### config.mk
export PLATFORM = sky130hd
export DESIGN_NAME = udma_tx_chan_fetch
export DESIGN_NICKNAME = d
export VERILOG_FILES = /design/src/rtl/udma_tx_chan_fetch.sv
export SDC_FILE = /design/constraint.sdc
export NUM_CORES = 1
export LEC_CHECK = 0
export CORE_MARGIN = 2
export CORE_UTILIZATION = 42
export CTS_CLUSTER_SIZE = 14
export DETAILED_ROUTE_END_ITERATION = 6
export PLACE_DENSITY_LB_ADDON = 0.05
export SLEW_MARGIN = 5
export SYNTH_ARGS = -nofsm -noshare
export SYNTH_HDL_FRONTEND = slang
export SYNTH_SLANG_ARGS = --single-unit
### constraint.sdc
create_clock -name clk_i -period 2.9 [get_ports clk_i]
set_input_delay 0.58 -clock clk_i [delete_from_list [all_inputs] [get_ports clk_i]]
set_output_delay 0.58 -clock clk_i [all_outputs]
set_load 0.005 [all_outputs]
### src/rtl/udma_tx_chan_fetch.sv
// udma_tx_chan_fetch
//   uDMA Tx channel fetch engine. Once started by the control plane it reads
//   L2 over a req/gnt/rvalid port, extracts the addressed byte/half/word,
//   buffers it in a small FIFO and streams it to the peripheral over
//   valid/ready.
//
// Ports
//   clk_i, rst_i                 clock, asynchronous active-high reset
//   cfg_startaddr_i/size_i/      transfer setup, sampled on cfg_en_i
//     datasize_i/en_i
//   cfg_clr_i                    abort and flush, takes priority over all
//   busy_o, bytes_left_o,        channel status
//     cur_addr_o, done_o
//   l2_req_o, l2_addr_o,         L2 read port (rvalid one cycle after gnt)
//     l2_gnt_i, l2_rvalid_i,
//     l2_rdata_i
//   tx_valid_o, tx_data_o,       peripheral data plane
//     tx_ready_i
module udma_tx_chan_fetch #(
    parameter int L2_AWIDTH  = 19,
    parameter int TRANS_SIZE = 20,
    parameter int FIFO_DEPTH = 4
) (
    input  logic                  clk_i,
    input  logic                  rst_i,
    input  logic [L2_AWIDTH-1:0]  cfg_startaddr_i,
    input  logic [TRANS_SIZE-1:0] cfg_size_i,
    input  logic [1:0]            cfg_datasize_i,
    input  logic                  cfg_en_i,
    input  logic                  cfg_clr_i,
    output logic                  busy_o,
    output logic [TRANS_SIZE-1:0] bytes_left_o,
    output logic [L2_AWIDTH-1:0]  cur_addr_o,
    output logic                  done_o,
    output logic                  l2_req_o,
    output logic [L2_AWIDTH-1:0]  l2_addr_o,
    input  logic                  l2_gnt_i,
    input  logic                  l2_rvalid_i,
    input  logic [31:0]           l2_rdata_i,
    output logic                  tx_valid_o,
    output logic [31:0]           tx_data_o,
    input  logic                  tx_ready_i
);

    localparam int PW = (FIFO_DEPTH > 1) ? $clog2(FIFO_DEPTH) : 1;
    localparam int CW = PW + 1;
    localparam logic [CW:0] DEPTH_C = (CW+1)'(FIFO_DEPTH);

    typedef enum logic [1:0] {ST_IDLE, ST_FETCH, ST_DRAIN} state_e;

    state_e                state_q, state_d;
    logic [L2_AWIDTH-1:0]  addr_q, addr_d;
    logic [TRANS_SIZE-1:0] left_q, left_d;
    logic [1:0]            dsize_q, dsize_d;
    logic                  pend_q, pend_d;   // granted beat awaiting rvalid
    logic [1:0]            off_q, off_d;     // byte offset of that beat
    logic [CW-1:0]         cnt_q, cnt_d;
    logic [PW-1:0]         wr_q, wr_d, rd_q, rd_d;
    logic                  done0_q, done0_d; // size-0 start completion
    logic [31:0]           mem_q [FIFO_DEPTH];

    logic [2:0]  stride;
    logic [CW:0] occ;
    logic        gnt_acc, push, pop;
    logic [31:0] shifted, push_data;

    always_comb begin
        unique case (dsize_q)
            2'b00:   stride = 3'd1;
            2'b01:   stride = 3'd2;
            default: stride = 3'd4;
        endcase
    end

    // Reserve a FIFO slot for every outstanding read so rvalid can never overflow.
    assign occ        = (CW+1)'(cnt_q) + (CW+1)'(pend_q);
    assign l2_req_o   = (state_q == ST_FETCH) && (left_q != '0) && (occ < DEPTH_C);
    assign l2_addr_o  = {addr_q[L2_AWIDTH-1:2], 2'b00};
    assign gnt_acc    = l2_req_o && l2_gnt_i;
    assign push       = pend_q && l2_rvalid_i;
    assign tx_valid_o = (cnt_q != '0);
    assign pop        = tx_valid_o && tx_ready_i;
    assign tx_data_o  = tx_valid_o ? mem_q[rd_q] : 32'h0;

    assign busy_o       = (state_q != ST_IDLE);
    assign bytes_left_o = left_q;
    assign cur_addr_o   = addr_q;
    assign done_o       = done0_q || (state_q == ST_DRAIN && cnt_q == '0);

    assign shifted = l2_rdata_i >> {off_q, 3'b000};
    always_comb begin
        unique case (dsize_q)
            2'b00:   push_data = {24'h0, shifted[7:0]};
            2'b01:   push_data = {16'h0, shifted[15:0]};
            default: push_data = shifted;
        endcase
    end

    always_comb begin
        state_d = state_q;
        addr_d  = addr_q;
        left_d  = left_q;
        dsize_d = dsize_q;
        off_d   = off_q;
        wr_d    = wr_q;
        rd_d    = rd_q;
        cnt_d   = cnt_q;
        done0_d = 1'b0;
        pend_d  = gnt_acc || (pend_q && !l2_rvalid_i);

        unique case (state_q)
            ST_IDLE: begin
                if (cfg_en_i) begin
                    if (cfg_size_i != '0) begin
                        state_d = ST_FETCH;
                        addr_d  = cfg_startaddr_i;
                        left_d  = cfg_size_i;
                        dsize_d = cfg_datasize_i;
                    end else begin
                        done0_d = 1'b1;
                    end
                end
            end
            ST_FETCH: if (left_q == '0 && !pend_q) state_d = ST_DRAIN;
            ST_DRAIN: if (cnt_q == '0) state_d = ST_IDLE;
            default:  state_d = ST_IDLE;
        endcase

        if (gnt_acc) begin
            addr_d = addr_q + L2_AWIDTH'(stride);
            // last beat fetches a full datasize even if fewer bytes remain
            left_d = (left_q <= TRANS_SIZE'(stride)) ? '0 : left_q - TRANS_SIZE'(stride);
            off_d  = addr_q[1:0];
        end

        if (push) wr_d = wr_q + 1'b1;
        if (pop)  rd_d = rd_q + 1'b1;
        if (push && !pop)      cnt_d = cnt_q + 1'b1;
        else if (!push && pop) cnt_d = cnt_q - 1'b1;

        if (cfg_clr_i) begin
            state_d = ST_IDLE;
            addr_d  = '0;
            left_d  = '0;
            pend_d  = 1'b0;
            cnt_d   = '0;
            wr_d    = '0;
            rd_d    = '0;
            done0_d = 1'b0;
        end
    end

    always_ff @(posedge clk_i or posedge rst_i) begin
        if (rst_i) state_q <= ST_IDLE;
        else       state_q <= state_d;
    end

    always_ff @(posedge clk_i or posedge rst_i) begin
        if (rst_i) begin
            addr_q  <= '0;
            left_q  <= '0;
            dsize_q <= '0;
            pend_q  <= 1'b0;
            off_q   <= '0;
            cnt_q   <= '0;
            wr_q    <= '0;
            rd_q    <= '0;
            done0_q <= 1'b0;
        end else begin
            addr_q  <= addr_d;
            left_q  <= left_d;
            dsize_q <= dsize_d;
            pend_q  <= pend_d;
            off_q   <= off_d;
            cnt_q   <= cnt_d;
            wr_q    <= wr_d;
            rd_q    <= rd_d;
            done0_q <= done0_d;
        end
    end

    // Storage is never observed while empty (tx_data_o is gated), so no reset.
    always_ff @(posedge clk_i) begin
        if (push && !cfg_clr_i) mem_q[wr_q] <= push_data;
    end

endmodule
==> impl_results.md, run 1 <==
* Outcome: finished, final reports clean
* Synth Cell Area at slightly above 9000 um2
* Finish-stage setup viols at 0
* CTS max path bufs at 2
* Fmax at 352 MHz
* Gp weighted congestion at approximately 0.88
* Chip height at approximately 150 um
* Post-layout min period at 2.84 ns
* Power share of the combinational group at 38.4%
* Slowest-stage cell, CP: mux4_2
* Critical Path AT at around 2.3 ns
* H-tree depth reported by CTS at 4
* Hold WS at between 0.4 and 0.5 ns
* Peak supply drop at 436 uV
* Die area at between 20000 and 25000 um2
* CTS clk-pin slew, worst paths at approximately 0.080 ns
* Row Count at 53
* Slew headroom at 46.3%
* Total of warnings raised by yosys at 0
* Internal power at approximately 6.0 mW
* Critical Setup Path Class: reg2out
* Cells after synthesis at 735
* Top post-synthesis cells by area: edfxtp_1 (42%), dfrtp_1 (15%), mux4_2 (7.9%), a21oi_1 (3.5%), and2_1 (3.2%)
* Power density cells at 738 nW/um2
* Sequential share of the synthesized area at 57.2%
* Leak Pwr at about 4.4 nW
* CP Launch Type: flop
* Switching share of power at 32.5%
* Sequential group share of total power at between 30 and 40%
* Root Driver: clkbuf_16
* 1st-iter DRT viols at around 550
* Max-cap violations at 0
* Setup clock skew after layout at slightly above 0.02 ns
* Clk pwr share at approximately a quarter
* Antenna diodes at 0
* Hold_buf cts at 0
* Port Buf Inserts at around 170
* RSZ-0062 raised after global routing: true
* Leading area contributor after synthesis: edfxtp_1
* WL/cell at 21.1 um
* Via Count at 6888
* Worst-path cell chain: buf_4 -> buf_12 -> mux4_2 -> and2_1 -> clkdlybuf4s50_1
* Psw at between 2 and 3 mW
* Asr flop ratio synth at slightly below 30%
* CP endpoint kind: primary output
* Synth Flop Type: edfxtp_1
* GRT overflow at 0
* Fill count at between 1500 and 2000
* EDFF count, synth at 128
* GRT Total Usage at 22.6%
* DRC at 0
* Area delta synth->final at 31.9%
* DRT Pass-1 Iters at 5
* Post-DP HPWL at between 15 and 20 mm
* Final-report hold violation count at 0
* CTS tree: done
* Critical path buffers and inverters at 3
* Min-delay worst type: in2async
* Crit-path max FO at 6
* Final wirelength at between 20 and 30 mm
* Die Width at between 150 and 200 um
* Placed Instances at ~1200
* Share of post-route cells with drive strength above 1 at 14.7%
* Worst EP required at approximately 2.3 ns
* Layout Cells excl Fill at between 1000 and 1500
* Routed vias/inst at approximately 5.7
* DRT antenna net count at 0
* Largest net degree at the start of global routing at 37
* Fin nets at between 1000 and 1500
* Top Family by Delay on Critical Path: buffers and inverters
* I/O pin cnt at 174
* Starting density of the core at 43.0%
* Period utilisation layout at a little under 100%
* Critical Path Max Stage Delay at 0.53 ns
* Tightest Pin Transition at roughly 0.80 ns
* Core box area at about 21000 um2
* Yosys top cell area share at between 40 and 50%
* Clock latency on the worst-skew pair at 0.44 ns
* CTS buffer count at 17
* TritonCTS Sinks at about 180
* Initial antenna violation count at 0
* First-pass GRT wire length at ~39 mm
* Vias in the first global route at 6871
* Syn avg cell area at 12.4 um2
* Number of synthesized register bits at between 150 and 200
* Fin. max-slew vios at 0
* Netlist cell types at 65
-- area by class of cell --
cell class	instances	area, um2	share of cell area, %
clock inverters	14	156	1.30
repair buffers	230	2260	18.9
well taps	275	344	2.87
flip-flops and latches	182	5200	43.3
inverters	22	82.6	0.689
clock buffers	18	429	3.58
multi-input cells	474	3520	29.4
-- synth_stat cells (2+ instances only) --
| cell | n |
|---|---|
| o21a_1 | 2 |
| mux2i_1 | 21 |
| xor2_1 | 6 |
| o32ai_1 | 8 |
| nand4b_1 | 3 |
| a311oi_1 | 2 |
| nand3b_1 | 2 |
| ha_1 | 10 |
| nand2_1 | 44 |
| nand3_1 | 14 |
| and2_1 | 46 |
| a21o_1 | 4 |
| buf_4 | 23 |
| inv_1 | 21 |
| a221oi_1 | 2 |
| a31oi_1 | 4 |
| edfxtp_1 | 128 |
| xnor2_1 | 4 |
| nor4_1 | 17 |
| fa_1 | 3 |
| o211ai_1 | 6 |
| a221o_1 | 4 |
| or3_1 | 4 |
| buf_2 | 3 |
| nor2_1 | 58 |
| mux4_2 | 32 |
| nor3_1 | 20 |
| and3_1 | 5 |
| o21ai_0 | 20 |
| clkbuf_1 | 25 |
| buf_1 | 3 |
| a22oi_1 | 8 |
| nand2b_1 | 5 |
| dfrtp_1 | 54 |
| buf_6 | 4 |
| a211oi_1 | 14 |
| nor2b_1 | 12 |
| a21oi_1 | 64 |
| a32oi_1 | 4 |
-- state kept, by name (all words and copies together), names as in the netlist --
register      count
wr_q              2
pend_q            1
dsize_q           2
cnt_q             3
off_q             2
rd_q              2
bytes_left_o     20
done0_q           1
mem_q           128
state_q           2
cur_addr_o       19
-- logic make-up after synthesis --
logic type | synth area share (%)
compound gates | 11.1
simple gates | 13.7
buf+inv | 4.62
xor+xnor | 0.963
flops | 57.2
fa+ha+maj | 2.04
mux | 10.4
other cells | 0.0413
-- worst paths after layout --
path / from / to / slack, ns / cells past startpoint
max in group asynchronous: rst_i / cur_addr_o[13]$_DFFE_PP0P_ / 1.70 / 3
min in group clk_i: state_q[1]$_DFFE_PP0P_ / state_q[0]$_DFFE_PP0P_ / 0.49 / 1
min: rst_i / bytes_left_o[12]$_DFFE_PP0P_ / 0.47 / 2
min reg2reg: state_q[1]$_DFFE_PP0P_ / state_q[0]$_DFFE_PP0P_ / 0.49 / 1
max: rd_q[0]$_DFFE_PP0P_ / tx_data_o[1] / 0.06 / 5
max reg2reg: bytes_left_o[9]$_DFFE_PP0P_ / bytes_left_o[10]$_DFFE_PP0P_ / 0.23 / 8
-- power by group through the flow --
stage | Clock [mW] | Sequential [mW] | Combinational (mW)
4_1_cts | 2.32 | 3.19 | 3.32
5_1_grt | 2.41 | 3.21 | 3.68
2_1_floorplan | 0 | 3.21 | 1.77
3_3_place_gp | 0 | 3.24 | 3.28
6_report | 2.26 | 3.19 | 3.39
3_5_place_dp | 0 | 3.24 | 3.28
-- layer usage --
| metal | GRT usage, % | share of wire, % | vias to the layer above |
|---|---|---|---|
| met4 | 6.21 | 1.8 | 0 |
| met2 | 37.4 | 49 | 285 |
| met5 | 0 | 0 | - |
| met1 | 30.1 | 42 | 3434 |
| met3 | 5.03 | 7.1 | 32 |
| li1 | - | - | 3137 |
-- per-stage QoR --
stage | setup TNS [ns] | setup WS (ns) | utilization [%] | power (mW) | area [um2]
after floorplan | 0 | 0.130 | - | 4.97 | 9100
after detailed placement | 0 | 0.0676 | 53.2 | 6.52 | 11300
after global routing | -0.00410 | -0.00400 | 56.7 | 9.31 | 12000
after global placement | 0 | 0.0476 | 53.2 | 6.51 | 11300
final | 0 | 0.0583 | 56.7 | 8.85 | 12000
after CTS | 0 | 0.00350 | 56.2 | 8.83 | 11900
-- worst register-to-register path: cells and delay by family (launching register included) --
family	cells	cell delay, ns
AOI/OAI and AO/OA	4	1.04
buffers and inverters	2	0.36
DFF	1	0.47
and+or+nand+nor	2	0.73
-- cell usage in the layout, fill, tap and decap left out, drive strengths merged, types with 4 or more instances in the layout --
cell type / synthesis / layout
a31oi: 4 / 4
ha: 10 / 10
nor2b: 12 / 12
nand2b: 5 / 5
a22oi: 8 / 8
clkdlybuf4s50: 0 / 166
clkbuf: 25 / 20
and2: 46 / 46
o211ai: 6 / 6
inv: 21 / 28
nor3: 20 / 20
o21ai: 21 / 21
dfrtp: 54 / 54
xor2: 6 / 6
o32ai: 8 / 8
nand2: 45 / 45
or3: 4 / 4
nand3: 14 / 14
a32oi: 4 / 4
a21o: 4 / 4
nor4: 18 / 18
mux4: 32 / 32
mux2i: 21 / 21
buf: 33 / 57
a221o: 4 / 4
clkinv: 1 / 7
and3: 5 / 5
a211oi: 14 / 14
dlymetal6s2s: 0 / 4
nor2: 59 / 59
xnor2: 4 / 4
edfxtp: 128 / 128
a21oi: 64 / 64
-- repair_timing --
item	in CTS	in global routing
buffers inserted	2	5
gates cloned	0	2
pin swaps	2	1
endpoints found under the setup margin	1	40
resized for setup	5	7
No activity file was read; power rests on OpenSTA's default activity.
==> run 2, diff against run 1 <==
--- a/config.mk
+++ b/config.mk
@@ -9,6 +9,7 @@
 export CORE_UTILIZATION = 42
 export CTS_CLUSTER_SIZE = 14
 export DETAILED_ROUTE_END_ITERATION = 6
+export HOLD_SLACK_MARGIN = 0.05
 export PLACE_DENSITY_LB_ADDON = 0.05
 export SLEW_MARGIN = 5
 export SYNTH_ARGS = -nofsm -noshare
==> results of run 2 <==
The final DEF is identical to that of run 1; final timing and power are the same.
